## src/rtl/lsu_regfile_client.sv

```systemverilog
// lsu_regfile_client: load/store unit for one GPU core.
//
// Reads a base register and a store-data register from the core register
// file, forms addr = base + imm, issues one request on a valid/ready memory
// channel and, for loads, writes the single-cycle response back to rd.
// Exactly one operation is in flight at a time.
//
// Ports:
//   clk, reset (asynchronous, active-low)
//   start/is_store/rs_base/rs_data/rd/imm      : request, accepted only in IDLE
//   rf_raddr1/2, rf_rdata1/2                   : register file read ports
//   rf_wen/rf_waddr/rf_wdata                   : register file write port
//   mem_req_valid/ready/we/addr/wdata          : memory request channel
//   mem_rsp_valid/mem_rsp_data                 : memory response (loads only)
//   busy, done (1-cycle pulse), error (sticky timeout flag)
//
// Optional feature: define LSU_TIMEOUT_EN to abort an operation that spends
// TIMEOUT_CYCLES consecutive cycles in REQ or WAIT; error is tied low otherwise.
module lsu_regfile_client #(
    parameter int DATA_WIDTH     = 8,
    parameter int ADDR_WIDTH     = 8,
    parameter int REG_ADDR_WIDTH = 2,
    parameter int TIMEOUT_CYCLES = 16
) (
    input  logic                      clk,
    input  logic                      reset,
    input  logic                      start,
    input  logic                      is_store,
    input  logic [REG_ADDR_WIDTH-1:0] rs_base,
    input  logic [REG_ADDR_WIDTH-1:0] rs_data,
    input  logic [REG_ADDR_WIDTH-1:0] rd,
    input  logic [ADDR_WIDTH-1:0]     imm,
    output logic [REG_ADDR_WIDTH-1:0] rf_raddr1,
    output logic [REG_ADDR_WIDTH-1:0] rf_raddr2,
    input  logic [DATA_WIDTH-1:0]     rf_rdata1,
    input  logic [DATA_WIDTH-1:0]     rf_rdata2,
    output logic                      rf_wen,
    output logic [REG_ADDR_WIDTH-1:0] rf_waddr,
    output logic [DATA_WIDTH-1:0]     rf_wdata,
    output logic                      mem_req_valid,
    input  logic                      mem_req_ready,
    output logic                      mem_req_we,
    output logic [ADDR_WIDTH-1:0]     mem_req_addr,
    output logic [DATA_WIDTH-1:0]     mem_req_wdata,
    input  logic                      mem_rsp_valid,
    input  logic [DATA_WIDTH-1:0]     mem_rsp_data,
    output logic                      busy,
    output logic                      done,
    output logic                      error
);

    typedef enum logic [2:0] {
        S_IDLE, S_READ, S_REQ, S_WAIT, S_WB, S_DONE
    } state_t;

    state_t                    state_q, state_d;
    logic                      is_store_q, is_store_d;
    logic [REG_ADDR_WIDTH-1:0] rs_base_q, rs_base_d;
    logic [REG_ADDR_WIDTH-1:0] rs_data_q, rs_data_d;
    logic [REG_ADDR_WIDTH-1:0] rd_q, rd_d;
    logic [ADDR_WIDTH-1:0]     imm_q, imm_d;
    logic [ADDR_WIDTH-1:0]     addr_q, addr_d;
    logic [DATA_WIDTH-1:0]     wdata_q, wdata_d;
    logic [DATA_WIDTH-1:0]     rdata_q, rdata_d;
    logic                      busy_q, busy_d;
    logic                      done_q, done_d;
    logic                      req_valid_q, req_valid_d;
    logic                      rf_wen_q, rf_wen_d;

`ifdef LSU_TIMEOUT_EN
    localparam int CNT_W = $clog2(TIMEOUT_CYCLES + 1);
    logic [CNT_W-1:0] cnt_q, cnt_d, cnt_inc;
    logic             timeout_hit;
    logic             error_q, error_d;

    assign cnt_inc     = cnt_q + 1'b1;
    assign timeout_hit = (cnt_inc == CNT_W'(TIMEOUT_CYCLES));
`else
    localparam int unused_timeout_cycles = TIMEOUT_CYCLES;
`endif

    always_comb begin
        state_d    = state_q;
        is_store_d = is_store_q;
        rs_base_d  = rs_base_q;
        rs_data_d  = rs_data_q;
        rd_d       = rd_q;
        imm_d      = imm_q;
        addr_d     = addr_q;
        wdata_d    = wdata_q;
        rdata_d    = rdata_q;
`ifdef LSU_TIMEOUT_EN
        cnt_d      = cnt_q;
        error_d    = error_q;
`endif
        case (state_q)
            S_IDLE: begin
                if (start) begin
                    is_store_d = is_store;
                    rs_base_d  = rs_base;
                    rs_data_d  = rs_data;
                    rd_d       = rd;
                    imm_d      = imm;
                    state_d    = S_READ;
`ifdef LSU_TIMEOUT_EN
                    error_d    = 1'b0;
`endif
                end
            end
            S_READ: begin
                // Base is zero-extended or truncated to the address width;
                // the sum wraps modulo 2^ADDR_WIDTH.
                addr_d  = ADDR_WIDTH'(rf_rdata1) + imm_q;
                wdata_d = rf_rdata2;
                state_d = S_REQ;
`ifdef LSU_TIMEOUT_EN
                cnt_d   = '0;
`endif
            end
            S_REQ: begin
`ifdef LSU_TIMEOUT_EN
                cnt_d = cnt_inc;
`endif
                if (mem_req_ready) begin
                    state_d = is_store_q ? S_DONE : S_WAIT;
`ifdef LSU_TIMEOUT_EN
                    cnt_d   = '0;
                end else if (timeout_hit) begin
                    state_d = S_DONE;
                    error_d = 1'b1;
`endif
                end
            end
            S_WAIT: begin
`ifdef LSU_TIMEOUT_EN
                cnt_d = cnt_inc;
`endif
                if (mem_rsp_valid) begin
                    rdata_d = mem_rsp_data;
                    state_d = S_WB;
`ifdef LSU_TIMEOUT_EN
                end else if (timeout_hit) begin
                    state_d = S_DONE;
                    error_d = 1'b1;
`endif
                end
            end
            S_WB:    state_d = S_DONE;
            S_DONE:  state_d = S_IDLE;
            default: state_d = S_IDLE;
        endcase

        // Outputs are decoded from the next state so they come straight off flops.
        busy_d      = (state_d != S_IDLE);
        done_d      = (state_d == S_DONE);
        req_valid_d = (state_d == S_REQ);
        rf_wen_d    = (state_d == S_WB);
    end

    always_ff @(posedge clk or negedge reset) begin
        if (!reset) begin
            state_q     <= S_IDLE;
            is_store_q  <= 1'b0;
            rs_base_q   <= '0;
            rs_data_q   <= '0;
            rd_q        <= '0;
            imm_q       <= '0;
            addr_q      <= '0;
            wdata_q     <= '0;
            rdata_q     <= '0;
            busy_q      <= 1'b0;
            done_q      <= 1'b0;
            req_valid_q <= 1'b0;
            rf_wen_q    <= 1'b0;
`ifdef LSU_TIMEOUT_EN
            cnt_q       <= '0;
            error_q     <= 1'b0;
`endif
        end else begin
            state_q     <= state_d;
            is_store_q  <= is_store_d;
            rs_base_q   <= rs_base_d;
            rs_data_q   <= rs_data_d;
            rd_q        <= rd_d;
            imm_q       <= imm_d;
            addr_q      <= addr_d;
            wdata_q     <= wdata_d;
            rdata_q     <= rdata_d;
            busy_q      <= busy_d;
            done_q      <= done_d;
            req_valid_q <= req_valid_d;
            rf_wen_q    <= rf_wen_d;
`ifdef LSU_TIMEOUT_EN
            cnt_q       <= cnt_d;
            error_q     <= error_d;
`endif
        end
    end

    assign rf_raddr1     = rs_base_q;
    assign rf_raddr2     = rs_data_q;
    assign rf_wen        = rf_wen_q;
    assign rf_waddr      = rd_q;
    assign rf_wdata      = rdata_q;
    assign mem_req_valid = req_valid_q;
    assign mem_req_we    = is_store_q;
    assign mem_req_addr  = addr_q;
    assign mem_req_wdata = wdata_q;
    assign busy          = busy_q;
    assign done          = done_q;
`ifdef LSU_TIMEOUT_EN
    assign error         = error_q;
`else
    assign error         = 1'b0;
`endif

endmodule
```

## config.mk

```make
export PLATFORM = sky130hd
export DESIGN_NAME = lsu_regfile_client
export DESIGN_NICKNAME = d
export VERILOG_FILES = /design/src/rtl/lsu_regfile_client.sv
export SDC_FILE = /design/constraint.sdc
export NUM_CORES = 1
export LEC_CHECK = 0
export CORE_ASPECT_RATIO = 1.1
export CORE_MARGIN = 2
export CORE_UTILIZATION = 48
export DETAILED_ROUTE_END_ITERATION = 10
export PLACE_DENSITY = 0.86
export SYNTH_ARGS = -nofsm -noshare
export SYNTH_HDL_FRONTEND = slang
export SYNTH_SLANG_ARGS = --single-unit
```

## constraint.sdc

```tcl
create_clock -name clk -period 5.8 [get_ports clk]
set_clock_uncertainty 0.2 [all_clocks]
set_input_delay 0.58 -clock clk [delete_from_list [all_inputs] [get_ports clk]]
set_output_delay 0.58 -clock clk [all_outputs]
set_load 0.02 [all_outputs]
```

### After elaboration in Yosys (flattened, before gate mapping)

Index checks and enable logic that the tools add are counted.

| word-level totals | value |
|---|---|
| memories | 0 |
| logic and storage cells | 30 |
| register bits after elaboration | 46 |
| RAM bits | 0 |
| bits in latches | 0 |
| output and inout bits | 36 |
| input port bits | 44 |
| ROM bits | 0 |

| cells by class | value |
|---|---|
| magnitude comparators | 0 |
| add/sub/neg operators | 1 |
| multiply operators | 0 |
| shifts and indexed selects | 0 |
| div/mod/pow operators | 0 |
| reductions and logical operators | 4 |
| bitwise logic cells | 0 |
| mux-type cells | 5 |
| equality and inequality tests | 7 |

Operator list:

| operator | number |
|---|---|
| case mux 3 bit (5 select lines) | 1 |
| 2-to-1 mux 3 bit | 4 |
| == test 3 x 2 -> 1 bit, second input constant | 3 |
| == test 3 bit, second input constant | 3 |
| adder 8 bit | 1 |
| AND reduction 2 bit | 2 |
| == test 3 x 1 -> 1 bit, second input constant | 1 |
| logical NOT 3 bit | 1 |
| nonzero test 3 bit | 1 |

### Depth between registers and ports, before layout

Gate-level depths: netlist of the first run.

| depth | value |
|---|---|
| depth after elaboration | 4 |
| mapped depth | 7 |

### Worst setup path before layout of the first run

No wires, ideal clock.

| path | value |
|---|---|
| kind | in2reg |
| start | input rf_rdata1[0] |
| end | register addr_q[6] (netlist: mem_req_addr[6]) |
| stages on the path | 6 |
| setup time | 0.138 ns |
| arrival | 1.851 ns |
| slack | 3.611 ns |
| path through | ha_1 fa_1 a211oi_1 o21bai_1 mux2i_1 o311ai_2 |

| on the way | value |
|---|---|
| longest elaborated chain between the ends | 1 |

RTL lines:

| element | RTL line | text |
|---|---|---|
| start, declared | 35 | `input logic [DATA_WIDTH-1:0] rf_rdata1,` |
| adder 8 bit | 113 | `addr_d = ADDR_WIDTH'(rf_rdata1) + imm_q;` |
| end signal, assigned | 186 | `addr_q <= addr_d;` |
| end, declared | 62 | `logic [ADDR_WIDTH-1:0] addr_q, addr_d;` |

No other way between the ends.
A chain may end at the register's enable or synchronous reset.

### Worst setup path after layout of the first run

Same ends and word-level chain as after synthesis.

==> impl_results.md, run 1 <==
* Status: finished, final reports clean
* CTS sink cnt at 46
* DP Wirelength at 3.463 mm
* RSZ-0062 raised after global routing: no
* Initial Utilization at 0.5038
* Register area share after synthesis at 0.5293
* Switching power share of the total at 0.3990
* Yosys top cell by area: dfrtp_1
* Fin Setup TNS at 0 ns
* Yosys reg bits at 46
* Routed vias/inst at 5.045
* Die area at 0.005086 mm^2
* Setup Buffers After CTS at 0
* Vias at 1690
* Worst-path clk slew at 0.09 ns
* Main synth FF type: dfrtp_1
* Psw at 0.0006511 W
* Number of global-route vias before repair at 1652
* Total gr overflow at 0
* Worst-path maximum fanout at 3
* WL/cell at 13.82 um
* Inserted Diodes at 0
* H-Tree Depth at 2
* Slew headroom at 0.3282
* Largest net degree at the start of global routing at 47
* Resize count post-CTS at 0
* ANT nets after route at 0
* Gr usage total at 0.1941
* Gate power share at 0.532
* Most common cell in the synthesized netlist: nand2_1
* Io pins at 80
* FMAX at 399.7 MHz
* Critical Path AT at 2.45 ns
* Critical Path Source Type: input port
* Period minus WS final at 2.502 ns
* Die Height at 74.60 um
* Setup crit end kind: flip-flop
* Number of flops mapped to enable cells by yosys at 0
* DRT Pass-1 Iters at 4
* RePlAce Congestion at 0.8229
* P&R area growth vs syn at 39.24%
* Critical Path RT at 5.75 ns
* P_leak at 1.347 nW
* CTS tree: built
* Flop pwr share at 0.350
* Core area at 0.004317 mm^2
* Clk pwr share at 0.118
* Drt initial violations at 98
* Tcrit/Tclk final at 0.4313
* CTS Root Cell: clkbuf_8
* Post-Syn Area at 0.002175 mm^2
* Maxcap violations at 0
* Power density over cell area at 538.9 mW/mm^2
* Max VDD drop at 0.2716 mV
* Tightest Hold Check Type: input port to asynchronous set/reset pin
* First-pass GRT wire length at 7.362 mm
* Kind of critical path: input port to flip-flop
* Final #Nets at 332
* Syn Inst Count at 204
* CTS max path bufs at 2
* Synth top area cells: dfrtp_1 (53%), nand2_1 (11%), mux2_2 (7.8%), ha_1 (4.0%), o21ai_0 (2.1%)
* Setup ws final at 3.298 ns
* Yosys cell types at 40
* Placement row count at 25
* Die W at 68.18 um
* Final Hold Fails at 0
* # DRC at 0
* Share of layout cells above drive strength 1 at 0.09964
* Syn avg cell area at 10.66 um^2
* Slew Viols, Final at 0
* Yosys warning count at 0
* Synth Net Count at 256
* Place WS at 3.078 ns
* Worst r2r src: imm_q[0]
* Synth top area share at 0.5293
* Slew @ Worst Pin at 1.003 ns
* Crit path launch: rf_rdata1[0]
* Synth cell count leaders: nand2_1 (64), dfrtp_1 (46), mux2_2 (15), o21ai_0 (9), ha_1 (7)
* Async SR Flop Fraction at 1.000
* Hold buffer count at cts at 0
* Clock latency on the worst-skew pair at 0.29 ns
* CTS Buf Count at 5
* Int Pwr at 0.0009808 W
* Finish-stage setup viols at 0
* Final WL at 4.629 mm
* IO buf count at 78
* Initial antenna violation count at 0
==> flip-flops by register name, summed over array words and instances, names as in the netlist <==
register       count
mem_req_we         1
busy               1
mem_req_addr       8
mem_req_valid      1
mem_req_wdata      8
done               1
state_q            3
rf_raddr2          2
rf_wen             1
rf_waddr           2
rf_wdata           8
imm_q              8
rf_raddr1          2
==> power groups by stage <==
| stage | logic (W) | clock network (W) | registers [W] |
|---|---|---|---|
| final | 0.000869 | 0.000192 | 0.000571 |
| after global routing | 0.000947 | 0.000212 | 0.000593 |
| after CTS | 0.000879 | 0.000196 | 0.000574 |
| after detailed placement | 0.000873 | 0 | 0.000580 |
| after global placement | 0.000845 | 0 | 0.000574 |
| after floorplan | 0.000434 | 0 | 0.000692 |
==> kinds of logic after synthesis <==
group	Yosys count	share of synthesized area
flops	46	0.5293
fa+ha+maj	8	0.04948
other cells	1	0.001724
simple gates	90	0.1962
buf+inv	11	0.03854
xor+xnor	2	0.008057
mux	17	0.08688
compound gates	29	0.08976
==> per-layer routing <==
metal,track usage,share of wire
met1,0.2229,0.39
met2,0.3452,0.52
met3,0.05295,0.070
met4,0.06667,0.016
met5,0,0
==> area by class of cell <==
type,count,area [um^2]
timing repair buffer,78,775.7
fill,357,1289
multi-input combinational,147,939.7
inverter,2,7.507
tap,54,67.56
clock buffer,6,72.57
sequential,46,1151
clock inverter,2,13.76
==> through the flow <==
step	hold WS, ns	area, um^2	total power [W]	cells	utilization
after floorplan	0.08441	2175	0.001126	204	-
after global placement	0.2565	2942	0.001419	327	0.6814
after detailed placement	0.2610	2942	0.001453	327	0.6814
after CTS	0.2828	3028	0.001649	335	0.7014
after global routing	0.3090	3028	0.001752	335	0.7014
final	0.2478	3028	0.001632	335	0.7014
==> placed cells by master (no fill, tap or decap), types with 2 or more instances in the layout <==
master	instances
nor2b_1	4
nand3_1	4
a21oi_1	5
o21bai_1	3
mux2_2	15
ha_1	7
dfrtp_1	46
a211oi_1	4
o21ai_0	9
clkbuf_8	5
nor2_1	4
a21o_1	2
nand2_1	64
nor3b_1	3
nor3b_2	2
mux2i_1	2
clkdlybuf4s50_1	77
==> final timing paths <==
| kind | slack (ns) | to | cells after the start |
|---|---|---|---|
| max | 3.30 | mem_req_addr[6] | 7 |
| min | 0.25 | mem_req_wdata[5] | 1 |
| max reg2reg | 3.62 | mem_req_addr[6] | 6 |
| min reg2reg | 0.28 | rf_wdata[5] | 2 |
| max in group asynchronous | 4.55 | imm_q[3] | 1 |
| min in group clk | 0.28 | rf_wdata[5] | 2 |
==> critical path, cell delays in order <==
cell and delay [ns]:
clkdlybuf4s50_1 0.40, ha_1 0.24, fa_1 0.43, a211oi_1 0.32, o21bai_1 0.16, mux2i_1 0.19
o311ai_2 0.12
(Power assumes the default switching activity.)
==> run 2, diff against run 1 <==
--- a/config.mk
+++ b/config.mk
@@ -7,9 +7,9 @@
 export LEC_CHECK = 0
 export CORE_ASPECT_RATIO = 1.1
 export CORE_MARGIN = 2
-export CORE_UTILIZATION = 48
+export CORE_UTILIZATION = 40
 export DETAILED_ROUTE_END_ITERATION = 10
-export PLACE_DENSITY = 0.86
+export PLACE_DENSITY = 0.76
 export SYNTH_ARGS = -nofsm -noshare
 export SYNTH_HDL_FRONTEND = slang
 export SYNTH_SLANG_ARGS = --single-unit
==> constraint.sdc (replaced) <==
create_clock -name clk -period 2.15 [get_ports clk]
set_clock_uncertainty 0.2 [all_clocks]
set_input_delay 0.215 -clock clk [delete_from_list [all_inputs] [get_ports clk]]
set_output_delay 0.215 -clock clk [all_outputs]
set_load 0.02 [all_outputs]
==> run 2 against run 1 <==
Effect of this change:
- first-iteration DRC count decreased by 28%
- die area up 19%
- combinational power rose to 2.9 times the previous value
- global-route usage is 3.6 points lower
- via count is 3.7% higher
- highest routed layer unchanged
==> impl_results.md, run 2 (synthesis results as in run 1) <==
* Delay-heaviest family, CP: adder cells
* Gate power share at 0.553 (+0.021)
* Psw at 0.001754 W (+170%)
* Worst-path clk slew at 0.09 ns (about the same)
* Design area at 0.003186 mm^2 (+5.2%)
* Total gr overflow at 0 (unchanged)
* Finish-stage setup viols at 0 (unchanged)
* FMAX at 495.6 MHz
* Die W at 74.30 um (+9.0%)
* First-pass GRT wire length at 7.286 mm (-1.0%)
* CTS max path bufs at 2 (unchanged)
* Die Height at 81.33 um (+9.0%)
* Kind of critical path: flip-flop to flip-flop
* Most common cell after layout, fill and taps aside: clkdlybuf4s50_1
* Period minus WS final at 2.018 ns
* RSZ-0062 raised after global routing: no
* Share of layout cells above drive strength 1 at 0.1481 (+0.04850)
* P_leak at 1.427 nW (+5.9%)
* CTS Root Cell: clkbuf_8
* Final WL at 4.577 mm (-1.1%)
* Worst-path maximum fanout at 2 (-1)
* Int Pwr at 0.002799 W (+190%)
* Tightest Hold Check Type: input port to asynchronous set/reset pin
* ANT nets after route at 0 (unchanged)
* DP Wirelength at 3.497 mm (+0.97%)
* Number of global-route vias before repair at 1695 (+2.6%)
* Final #Nets at 348 (+4.8%)
* WL met3 at 303 um (-7.1%)
* # DRC at 0 (unchanged)
* Power density over cell area at 1429 mW/mm^2 (+170%)
* Largest net degree at the start of global routing at 25 (-47%)
* Clk pwr share at 0.120 (+0.002)
* Most frequent cells in the layout: clkdlybuf4s50_1 (77), nand2_1 (64), dfrtp_1 (46)
* Clock latency on the worst-skew pair at 0.29 ns (about the same)
* Post-route core utilization at 0.5982 (-0.1032)
* Area after DPL at 0.003080 mm^2 (+4.7%)
* Initial antenna violation count at 0 (unchanged)
* CTS Buf Count at 5 (unchanged)
* Final hold slack at 0.06598 ns (-0.1818 ns)
* Critical Path Source Type: flip-flop
* Final Hold Fails at 0 (unchanged)
* Slew Viols, Final at 0 (unchanged)
* Critical Path RT at 2.12 ns (-3.63 ns)
* CTS sink cnt at 46 (unchanged)
* Max layer used: met4
* IO buf count at 78 (unchanged)
* Flop pwr share at 0.327 (-0.023)
* Tcrit/Tclk final at 0.9386
* Worst path buffer plus inverter count at 0 (-1)
* Vias at 1752 (+3.7%)
* Critical Path AT at 1.99 ns (-0.46 ns)
* Switching power share of the total at 0.3853 (-0.01370)
* H-Tree Depth at 2 (unchanged)
* Die area at 0.006043 mm^2 (+19%)
* Drt initial violations at 71 (-28%)
* WL/cell at 12.30 um (-11%)
* Max incr delay on CP at 0.40 ns (-0.03 ns)
* Initial Utilization at 0.4084 (-0.09540)
* Placement row count at 28 (+12%)
* Core area at 0.005325 mm^2 (+23%)
* Wl on met1 at 1.894 mm (+4.0%)
* Met2 wire len at 2.346 mm (-2.5%)
* DRT Pass-1 Iters at 4 (unchanged)
* Inserted Diodes at 0 (unchanged)
* RePlAce Congestion at 0.8282 (+0.64%)
* Max VDD drop at 0.6701 mV (+150%)
* CTS tree: built
* Gr usage total at 0.1577 (-0.03636)
* Placed cells at 363 (+11%)
* P&R area growth vs syn at 46.49%
* Status: finished, final reports clean
* Maxcap violations at 0 (unchanged)
* Fin cells at 372 (+11%)
* Routed vias/inst at 4.710 (-6.6%)
* CP max stage cell: fa_1
* Worst-path cell chain: ha_1 -> fa_1 -> a211oi_1 -> o21bai_1 -> mux2i_1 -> o311ai_2
* Io pins at 80 (unchanged)
* Setup crit end kind: flip-flop
## run 2: layout make-up
| type | count | area, um^2 |
|---|---|---|
| Fill cell | 488 | 2140 |
| Sequential cell | 46 | 1151 |
| Multi-Input combinational cell | 147 | 939.7 |
| Timing Repair Buffer | 94 | 898.4 |
| Tap cell | 75 | 93.84 |
| Clock buffer | 6 | 82.58 |
| Clock inverter | 2 | 12.51 |
| Inverter | 2 | 7.507 |
## run 2: per-stage QoR
step / total power [W] / TNS [ns] / worst slack [ns]
after floorplan: 0.003038 / 0 / 0.1910
after global placement: 0.003993 / -0.2120 / -0.1572
after detailed placement: 0.004052 / -0.2508 / -0.1567
after CTS: 0.004617 / 0 / 0.1109
after global routing: 0.004905 / 0 / 0.02206
final: 0.004553 / 0 / 0.1320
## run 2: worst paths after layout
kind	endpoint	startpoint	slack (ns)	cells past startpoint
max	mem_req_addr[6]	imm_q[0]	0.13	6
min	imm_q[3]	reset	0.07	2
max reg2reg	mem_req_addr[6]	imm_q[0]	0.13	6
min reg2reg	mem_req_wdata[2]	mem_req_wdata[2]	0.28	2
max in group asynchronous	rf_raddr1[0]	reset	1.16	3
min in group clk	rf_wdata[6]	mem_rsp_data[6]	0.24	3
## run 2: power by group through the flow
stage | sequential (W) | combinational [W] | clock, W
2_1_floorplan | 0.00187 | 0.00117 | 0
3_3_place_gp | 0.00150 | 0.00249 | 0
3_5_place_dp | 0.00151 | 0.00254 | 0
4_1_cts | 0.00150 | 0.00255 | 0.000571
5_1_grt | 0.00155 | 0.00275 | 0.000606
6_report | 0.00149 | 0.00252 | 0.000545
## run 2: per-layer routing
| metal | GRT usage | vias to the layer above |
|---|---|---|
| li1 | - | 868 |
| met1 | 0.1807 | 829 |
| met2 | 0.2777 | 51 |
| met3 | 0.05583 | 4 |
| met4 | 0.04286 | 0 |
| met5 | 0 | - |
## run 2: repair_timing
action                                 CTS  global route
endpoints found under the hold margin   46             0
resized for setup                        0             0
hold buffers                             1             0
setup buffers                            0             0
